### src/rtl/joy_event_fifo.sv
// Joystick change-event queue. Each player's button word is sampled every
// cycle; a scan pointer walks the active players, and each cycle at most one
// changed button is reported as a press/release event. Events sit in a
// first-word-fall-through FIFO read through ev_rd.
module joy_event_fifo #(
  parameter int DEPTH   = 16,
  parameter int PLAYERS = 6
) (
  input  logic                    clk_sys,
  input  logic                    reset,
  input  logic [32*PLAYERS-1:0]   joystick,
  input  logic                    player_count,
  input  logic                    ev_rd,
  output logic [7:0]              ev_data,
  output logic                    ev_empty,
  output logic [$clog2(DEPTH):0]  ev_count,
  output logic                    ev_full
);

  localparam int AW = $clog2(DEPTH);
  localparam int CW = AW + 1;
  localparam int PW = (PLAYERS > 1) ? $clog2(PLAYERS) : 1;

  // Per-player sampled and last-reported button states, flattened for selection.
  logic [PLAYERS-1:0][15:0] w_cur;
  logic [PLAYERS-1:0][15:0] w_last;
  logic [16*PLAYERS-1:0]    w_unused_hi;

  // Scanner.
  logic [PW-1:0] r_ptr;
  logic [15:0]   w_sel_cur;
  logic [15:0]   w_sel_last;
  logic [15:0]   w_diff;
  logic [3:0]    w_bit;
  logic [3:0]    w_ptr4;
  logic          w_active;
  logic          w_change;
  logic          w_push;
  logic [7:0]    w_wdata;

  // Queue storage and bookkeeping.
  logic [7:0]    r_mem [DEPTH];
  logic [AW-1:0] r_wr_ptr;
  logic [AW-1:0] r_rd_ptr;
  logic [CW-1:0] r_count;
  logic          r_empty;
  logic          r_full;
  logic [7:0]    r_head;
  logic          w_pop;
  logic [AW-1:0] w_rd_next;
  logic [CW-1:0] w_count_next;

  generate
    for (genvar gi = 0; gi < PLAYERS; gi++) begin : g_player
      logic [15:0] r_cur;
      logic [15:0] r_last;

      // Input stage: only the low half of each player word carries buttons.
      always_ff @(posedge clk_sys) begin
        if (reset) r_cur <= '0;
        else       r_cur <= joystick[32*gi +: 16];
      end

      // Record the reported state of the single bit pushed for this player.
      always_ff @(posedge clk_sys) begin
        if (reset) begin
          r_last <= '0;
        end else if (w_push && (r_ptr == PW'(gi))) begin
          r_last[w_bit] <= r_cur[w_bit];
        end
      end

      assign w_cur[gi]  = r_cur;
      assign w_last[gi] = r_last;
      assign w_unused_hi[16*gi +: 16] = joystick[32*gi+16 +: 16];
    end
  endgenerate

  assign w_sel_cur  = w_cur[r_ptr];
  assign w_sel_last = w_last[r_ptr];
  assign w_diff     = w_sel_cur ^ w_sel_last;

  // Lowest changed bit wins so several changes of one player emit in ascending order.
  always_comb begin
    w_bit = 4'd0;
    for (int i = 15; i >= 0; i--) begin
      if (w_diff[i]) w_bit = 4'(i);
    end
  end

  // Players 4 and up are never active; player_count picks 2 or 4 active players.
  assign w_ptr4   = 4'(r_ptr);
  assign w_active = player_count ? (w_ptr4 < 4'd4) : (w_ptr4 < 4'd2);
  assign w_change = w_active && (w_diff != 16'd0);
  // Gate on the full flag as it stood at the start of the cycle: a pop while
  // full does not make room for a push until the following cycle.
  assign w_push   = w_change && !r_full;
  assign w_wdata  = {w_sel_cur[w_bit], 3'(r_ptr), w_bit};

  // Advance past idle/inactive players; hold while a change is pending so
  // nothing is lost when the queue is full.
  always_ff @(posedge clk_sys) begin
    if (reset) begin
      r_ptr <= '0;
    end else if (!w_change) begin
      r_ptr <= (r_ptr == PW'(PLAYERS - 1)) ? '0 : r_ptr + PW'(1);
    end
  end

  assign w_pop        = ev_rd && !r_empty;
  assign w_rd_next    = r_rd_ptr + AW'(w_pop);
  assign w_count_next = r_count + CW'(w_push) - CW'(w_pop);

  // Event storage; contents need no reset because the pointers define validity.
  always_ff @(posedge clk_sys) begin
    if (!reset && w_push) r_mem[r_wr_ptr] <= w_wdata;
  end

  // Pointers, occupancy and registered status flags.
  always_ff @(posedge clk_sys) begin
    if (reset) begin
      r_wr_ptr <= '0;
      r_rd_ptr <= '0;
      r_count  <= '0;
      r_empty  <= 1'b1;
      r_full   <= 1'b0;
    end else begin
      if (w_push) r_wr_ptr <= r_wr_ptr + AW'(1);
      r_rd_ptr <= w_rd_next;
      r_count  <= w_count_next;
      r_empty  <= (w_count_next == '0);
      r_full   <= (w_count_next == CW'(DEPTH));
    end
  end

  // Head register read from the next read address; when the entry being
  // written becomes the head this cycle, take it straight from the write data.
  always_ff @(posedge clk_sys) begin
    if (reset) begin
      r_head <= 8'h00;
    end else if (w_push && (r_wr_ptr == w_rd_next)) begin
      r_head <= w_wdata;
    end else if (w_count_next != '0) begin
      r_head <= r_mem[w_rd_next];
    end
  end

  assign ev_data  = r_head;
  assign ev_empty = r_empty;
  assign ev_count = r_count;
  assign ev_full  = r_full;

endmodule

### config.mk
export PLATFORM = sky130hd
export DESIGN_NAME = joy_event_fifo
export DESIGN_NICKNAME = d
export VERILOG_FILES = /design/src/rtl/joy_event_fifo.sv
export SDC_FILE = /design/constraint.sdc
export NUM_CORES = 1
export LEC_CHECK = 0
export BUFFER_PORTS_ARGS = -buffer_cell sky130_fd_sc_hd__buf_2
export CELL_PAD_IN_SITES_DETAIL_PLACEMENT = 2
export CELL_PAD_IN_SITES_GLOBAL_PLACEMENT = 2
export CORE_MARGIN = 3
export CORE_UTILIZATION = 40
export CTS_CLUSTER_SIZE = 14
export DETAILED_ROUTE_END_ITERATION = 10
export PLACE_DENSITY = 0.82
export RECOVER_POWER = 100
export SLEW_MARGIN = 5
export SYNTH_ARGS = -nofsm -noshare
export SYNTH_HDL_FRONTEND = slang
export SYNTH_SLANG_ARGS = --single-unit
### constraint.sdc
create_clock -name clk_sys -period 10.6 [get_ports clk_sys]
set_input_delay 1.59 -clock clk_sys [delete_from_list [all_inputs] [get_ports clk_sys]]
set_output_delay 1.59 -clock clk_sys [all_outputs]
set_load 0.01 [all_outputs]
Word-level counts from Yosys, hierarchy flattened
Memories as Yosys holds them, arrays and structs flattened. A register that Yosys moved wholly into a read port is not among the register bits. Index checks and enable logic that the tools add are counted.

$add $sub $neg: 5. Order comparisons: 5. Eq/ne operators: 7. Multiplexer cells: 46. Bitwise gates (word level): 1. Reduce and logical (&&, ||, !) cells: 20.

Operators by type and width (count): 16-bit binary-select mux with 3-bit select (2); 16-bit bitwise mux (6); 4-bit two-way mux (16); 16-bit two-way mux (2); 1-bit binary-select mux with 4-bit select (7); 16-bit nonzero test (1); 16-bit XOR (1); 1-bit logical AND (12); 1-bit two-way mux (11); 3-bit by 2-bit equality test with 1-bit output (second input constant) (2); 3-bit equality test (second input constant) (2); 5-bit by 1-bit adder with 5-bit output (1); 5-bit equality test (second input constant) (1); 5-bit zero test (1); 4-bit by 5-bit < comparator with 1-bit output (second input constant) (1); 5-bit nonzero test (1); 5-bit by 1-bit subtractor with 5-bit output (1); 4-bit by 1-bit adder with 4-bit output (1); 4-bit by 1-bit adder with 4-bit output (second input constant) (1); 1-bit demux with 4-bit select (1); 4-bit equality test (1); 4-bit by 1-bit greater-or-equal comparator with 1-bit output (second input constant) (1); 3-bit by 4-bit < comparator with 1-bit output (second input constant) (1); 3-bit by 1-bit adder with 3-bit output (second input constant) (1); other kinds (7) (9).

Flip-flop bits (word level): 210. Bits in writable memories: 128. Input port bits: 196. Memories: 1.

Memory list: r_mem (depth 16, bits a word 8, read ports 1, clocked after Yosys merged registers in 1, write ports 1, line 42) `logic [7:0] r_mem [DEPTH];`.

Logic depth before layout (Yosys ltp)
Word-level depth: 24. Mapped depth: 26. Depth with buffers taken out: 21.

Worst setup path before layout
OpenSTA, ideal clock, no wires.

Path kind: register to register. Start point: register r_ptr[0]. End point: register r_head[7] (netlist: ev_data[7]) (read register of r_mem). Arrival time: 4693 ps. Slack: 5764 ps. Stages on the path, launching flop included: 25. Buffers on the path: 3. Period minus slack after synthesis: 4836 ps. Path through: dfxtp_1 buf_6 inv_6 buf_6 mux4_2 o211ai_2 o221a_2 nand4_2 o21a_1 buf_4 inv_4 ha_1 inv_1 ha_1 inv_1 fa_1 inv_1 a21o_1 a21oi_1 xnor2_1 inv_1 nor2_1 nor2b_1 a211oi_1 a311oi_1.

Word-level cells in the longest chain between the ends: 10. Elaborated cells on any way between the ends: 16. Those cells by class: add/sub (2); order compare (2); mux (5); bitwise (1); reduce/logical (6).

RTL lines: start, declared (line 30) `logic [PW-1:0] r_ptr;`; start signal, assigned (line 106) `r_ptr <= (r_ptr == PW'(PLAYERS - 1)) ? '0 : r_ptr + PW'(1);`; 16-bit binary-select mux with 3-bit select, on equally long branches (line 79, 80); 16-bit two-way mux, on equally long branches (line 79, 80); 16-bit XOR (line 81) `assign w_diff = w_sel_cur ^ w_sel_last;`; 16-bit nonzero test (line 94) `assign w_change = w_active && (w_diff != 16'd0);`; 1-bit logical AND (*) (line 94); 1-bit logical AND (*) (line 97) `assign w_push = w_change && !r_full;`; 5-bit by 1-bit adder with 5-bit output (line 112) `assign w_count_next = r_count + CW'(w_push) - CW'(w_pop);`; 5-bit by 1-bit subtractor with 5-bit output (line 112); 5-bit nonzero test (line 143) `end else if (w_count_next != '0) begin`; 2-bit nonzero test (no line) (*); end, declared (line 48) `logic [7:0] r_head;`.

Every way passes the cells marked *; elsewhere a longest branch is shown, timed or not. The select of a mux whose other input is x is not followed. A chain may end at the register's enable or synchronous reset.

Worst setup path in the final report
Start point: register r_ptr[2]. End point: register r_head[7] (netlist: ev_data[7]) (read register of r_mem).

Same word-level chain as after synthesis.

==> flow_summary.toml <==
[run_status]
outcome = "complete, but fails checks"
violations = "capacitance limit, slew limit"

[worst_setup_path]
cp-end-kind = "flop"
cp-start-kind = "flop"
arrival_ns = 8.78
cp_max_fo = 40
crit_type = "reg2reg"
crit_required_ns = 10.92

[clock_network]
htree_levels = 2
clock-sinks = 346
clk_pin_slew_ns = 0.06
cts_hold_buf = 0
cts_repair_resize_count = 0
worstSkewPairLatency_ns = 0.56
root_buffer = "clkbuf_16"
cts_buffers = 38
cts_tree = "yes"
clk_path_buf_depth = 3
post_cts.repair.setup_buffers = 0

[logic_synthesis]
seq_area_frac_synth_pct = 52.13
syn_nets = 1500
synth_most_common_cell = "dfxtp_1"
syn_area_um2 = 15740
synth_top_area_share_pct = 27.72
synth.distinct_cells = 88
synth_mux_area_share_pct = 14.41
synth-xor-area-share_pct = 6.231
async_reset_ff_share_pct = 0
synth_compound_area_share_pct = 11.41
yosys.area.top_type = "dfxtp_1"
yosys_register_bits = 346
synth_ff_type = "dfxtp_1"
syn_inst = 1291
synth_common_cells = "218 x dfxtp_1, 133 x nor2b_1, 128 x edfxtp_1"
synth-adder-area-share_pct = 1.081
synth.area.top_cells = "dfxtp_1 28%, edfxtp_1 24%, mux4_2 10%"
synth_top_family_by_area = "multiplexers"
yosysWarnings = 0
synth_edf_count = 128
synth.avg_cell_area_um2 = 12.20
yosys.area_share.simple_pct = 11.64

[floorplan]
initial_utilization_pct = 40.64
rows = 72
die_x_um = 204.4
pin_count = 211
die_h_um = 204.4
core_area_um2 = 38740
die_area_um2 = 41780

[grt]
busiest_layer = "met2"
grt_use_total_pct = 25.15
grt_pass1_wl_um = 79250
grt_pass1_vias = 12360
grt_overflow = 0
antenna_found_initial = 1
use_met2_pct = 44.32
met1_usage_pct = 30.81
grt_start_max_net_pins = 86
grtUsageMet3_pct = 4.268

[timing]
fmaxAchievable_mhz = 118.2
slew_violations = 249
period_minus_slack_ns = 8.458
skew_ns = 0.01506
tns_ns = 0
grt_setup_unrepaired = "false"
slew_headroom_pct = -143.8
finalSetupViolCount = 0
finalCritPeriodShare_pct = 79.80
fin_ws_ns = 2.142
finalHoldViolCount = 0
worstMarginPinSlew_ns = 3.657

[routing]
wl_um = 51960
vias_per_cell = 5.743
drc = 0
drtIter0Drc = 659
wl_per_cell_um = 26.86
vias = 11110
firstDrtPassIters = 5
final_antenna_net_count = 0

[layout]
nets = 1596
antennaDiodeCount = 0
synthToLayoutAreaGrowth_pct = 13.77
drive_gt1_share_pct = 19.92

[pwr]
power.leakage_uw = 0.006480
peakVddDrop_v = 0.0001355
p_per_area_nw_per_um2 = 252.1

[placement]
hpwl_um = 36360
portBuffers = 114
place_ws_ns = 3.614
place_congestion = 0.8726

[job]
cap_violations = 5

[worst_hold_path]
worst_hold_path_type = "reg2reg"
==> path summary, 6_finish.rpt <==
check	from	end	slack [ns]	cells past startpoint
setup / recovery	r_ptr[2]	ev_data[7]	2.14	22
hold / removal	g_player[4].r_last[1]	g_player[4].r_last[1]	0.48	1
setup reg to reg	r_ptr[2]	ev_data[7]	2.14	22
hold reg to reg	g_player[4].r_last[1]	g_player[4].r_last[1]	0.48	1
==> critical path, stage by stage, from the launching register on <==
cell      delay (ns)
dfxtp_1         0.35
clkbuf_1        1.62
inv_2           0.74
nor2_1          0.58
a22oi_1         0.32
and4_1          0.29
nand4_1         0.31
o21a_1          0.48
inv_4           0.16
ha_1            0.32
inv_1           0.06
ha_1            0.17
inv_1           0.07
fa_1            0.44
inv_1           0.10
a21o_1          0.13
a21oi_1         0.09
xnor2_1         0.35
inv_1           0.14
nor2_1          0.91
nor2b_1         0.17
a211oi_1        0.30
a311oi_1        0.09
==> power by group <==
part	switching, µW	internal [µW]
logic	1000	495
clock network	550	823
registers	78.0	1560
==> cell usage in the layout (no fill, tap or decap), types with 5 or more instances in the layout <==
cell type  count
dfxtp_1      217
nor2b_1      133
edfxtp_1     128
buf_2         98
nor2_1        76
mux4_2        71
a21oi_1       68
xnor2_1       62
mux2i_1       59
a211oi_1      56
xor2_1        50
nand2_1       50
clkbuf_16     42
clkbuf_1      34
nand3_1       20
inv_1         19
o21ai_0       19
nor3_1        13
a31oi_1       12
buf_4         12
a21o_1        10
a311oi_1      10
ha_1          10
o22ai_1        8
nor3_2         7
nand2b_1       6
mux2_2         6
nand4_1        5
==> through the flow <==
stage | area [µm²] | std cells | utilization (%) | power, µW | hold WS, ns
2_1_floorplan | 15740 | 1291 | - | 2653 | 0.4374
3_3_place_gp | 16750 | 1865 | 43.24 | 3060 | 0.4523
3_5_place_dp | 16750 | 1865 | 43.24 | 3168 | 0.4651
4_1_cts | 18040 | 1934 | 46.56 | 4564 | 0.4845
5_1_grt | 17910 | 1934 | 46.24 | 4711 | 0.4966
6_report | 17910 | 1934 | 46.24 | 4515 | 0.4803
==> state kept, by name (all words and copies together) (netlist names) <==
register         cells
r_mem              128
ev_full              1
ev_empty             1
ev_data              8
g_player.r_cur      96
r_wr_ptr             4
g_player.r_last     96
r_ptr                3
ev_count             5
r_rd_ptr             4
==> routing by layer <==
layer  up-vias  wire length (µm)  part of all wire (%)
met3       123              2623                   5.0
met5         -                 0                     0
met2       302             26450                    51
met1      5745             20900                    40
met4         0              1987                   3.8
li1       4937                 -                     -
==> area by class of cell <==
class,count,area [µm²]
multi-input combinational,843,6993
inverter,24,100.1
tap,518,648.1
fill,3901,20830
clock buffer,57,1149
sequential,346,8212
timing repair buffer,134,670.6
clock inverter,12,140.1
==> kinds of logic (layout without fill, tap and decap cells) <==
| group | count (synthesis) | count (layout) |
|---|---|---|
| simple gates | 335 | 335 |
| xor+xnor | 112 | 112 |
| mux | 137 | 137 |
| flops | 346 | 346 |
| buf+inv | 102 | 227 |
| compound gates | 246 | 246 |
| fa+ha+maj | 13 | 13 |
Power figures use the tool's default switching activity.
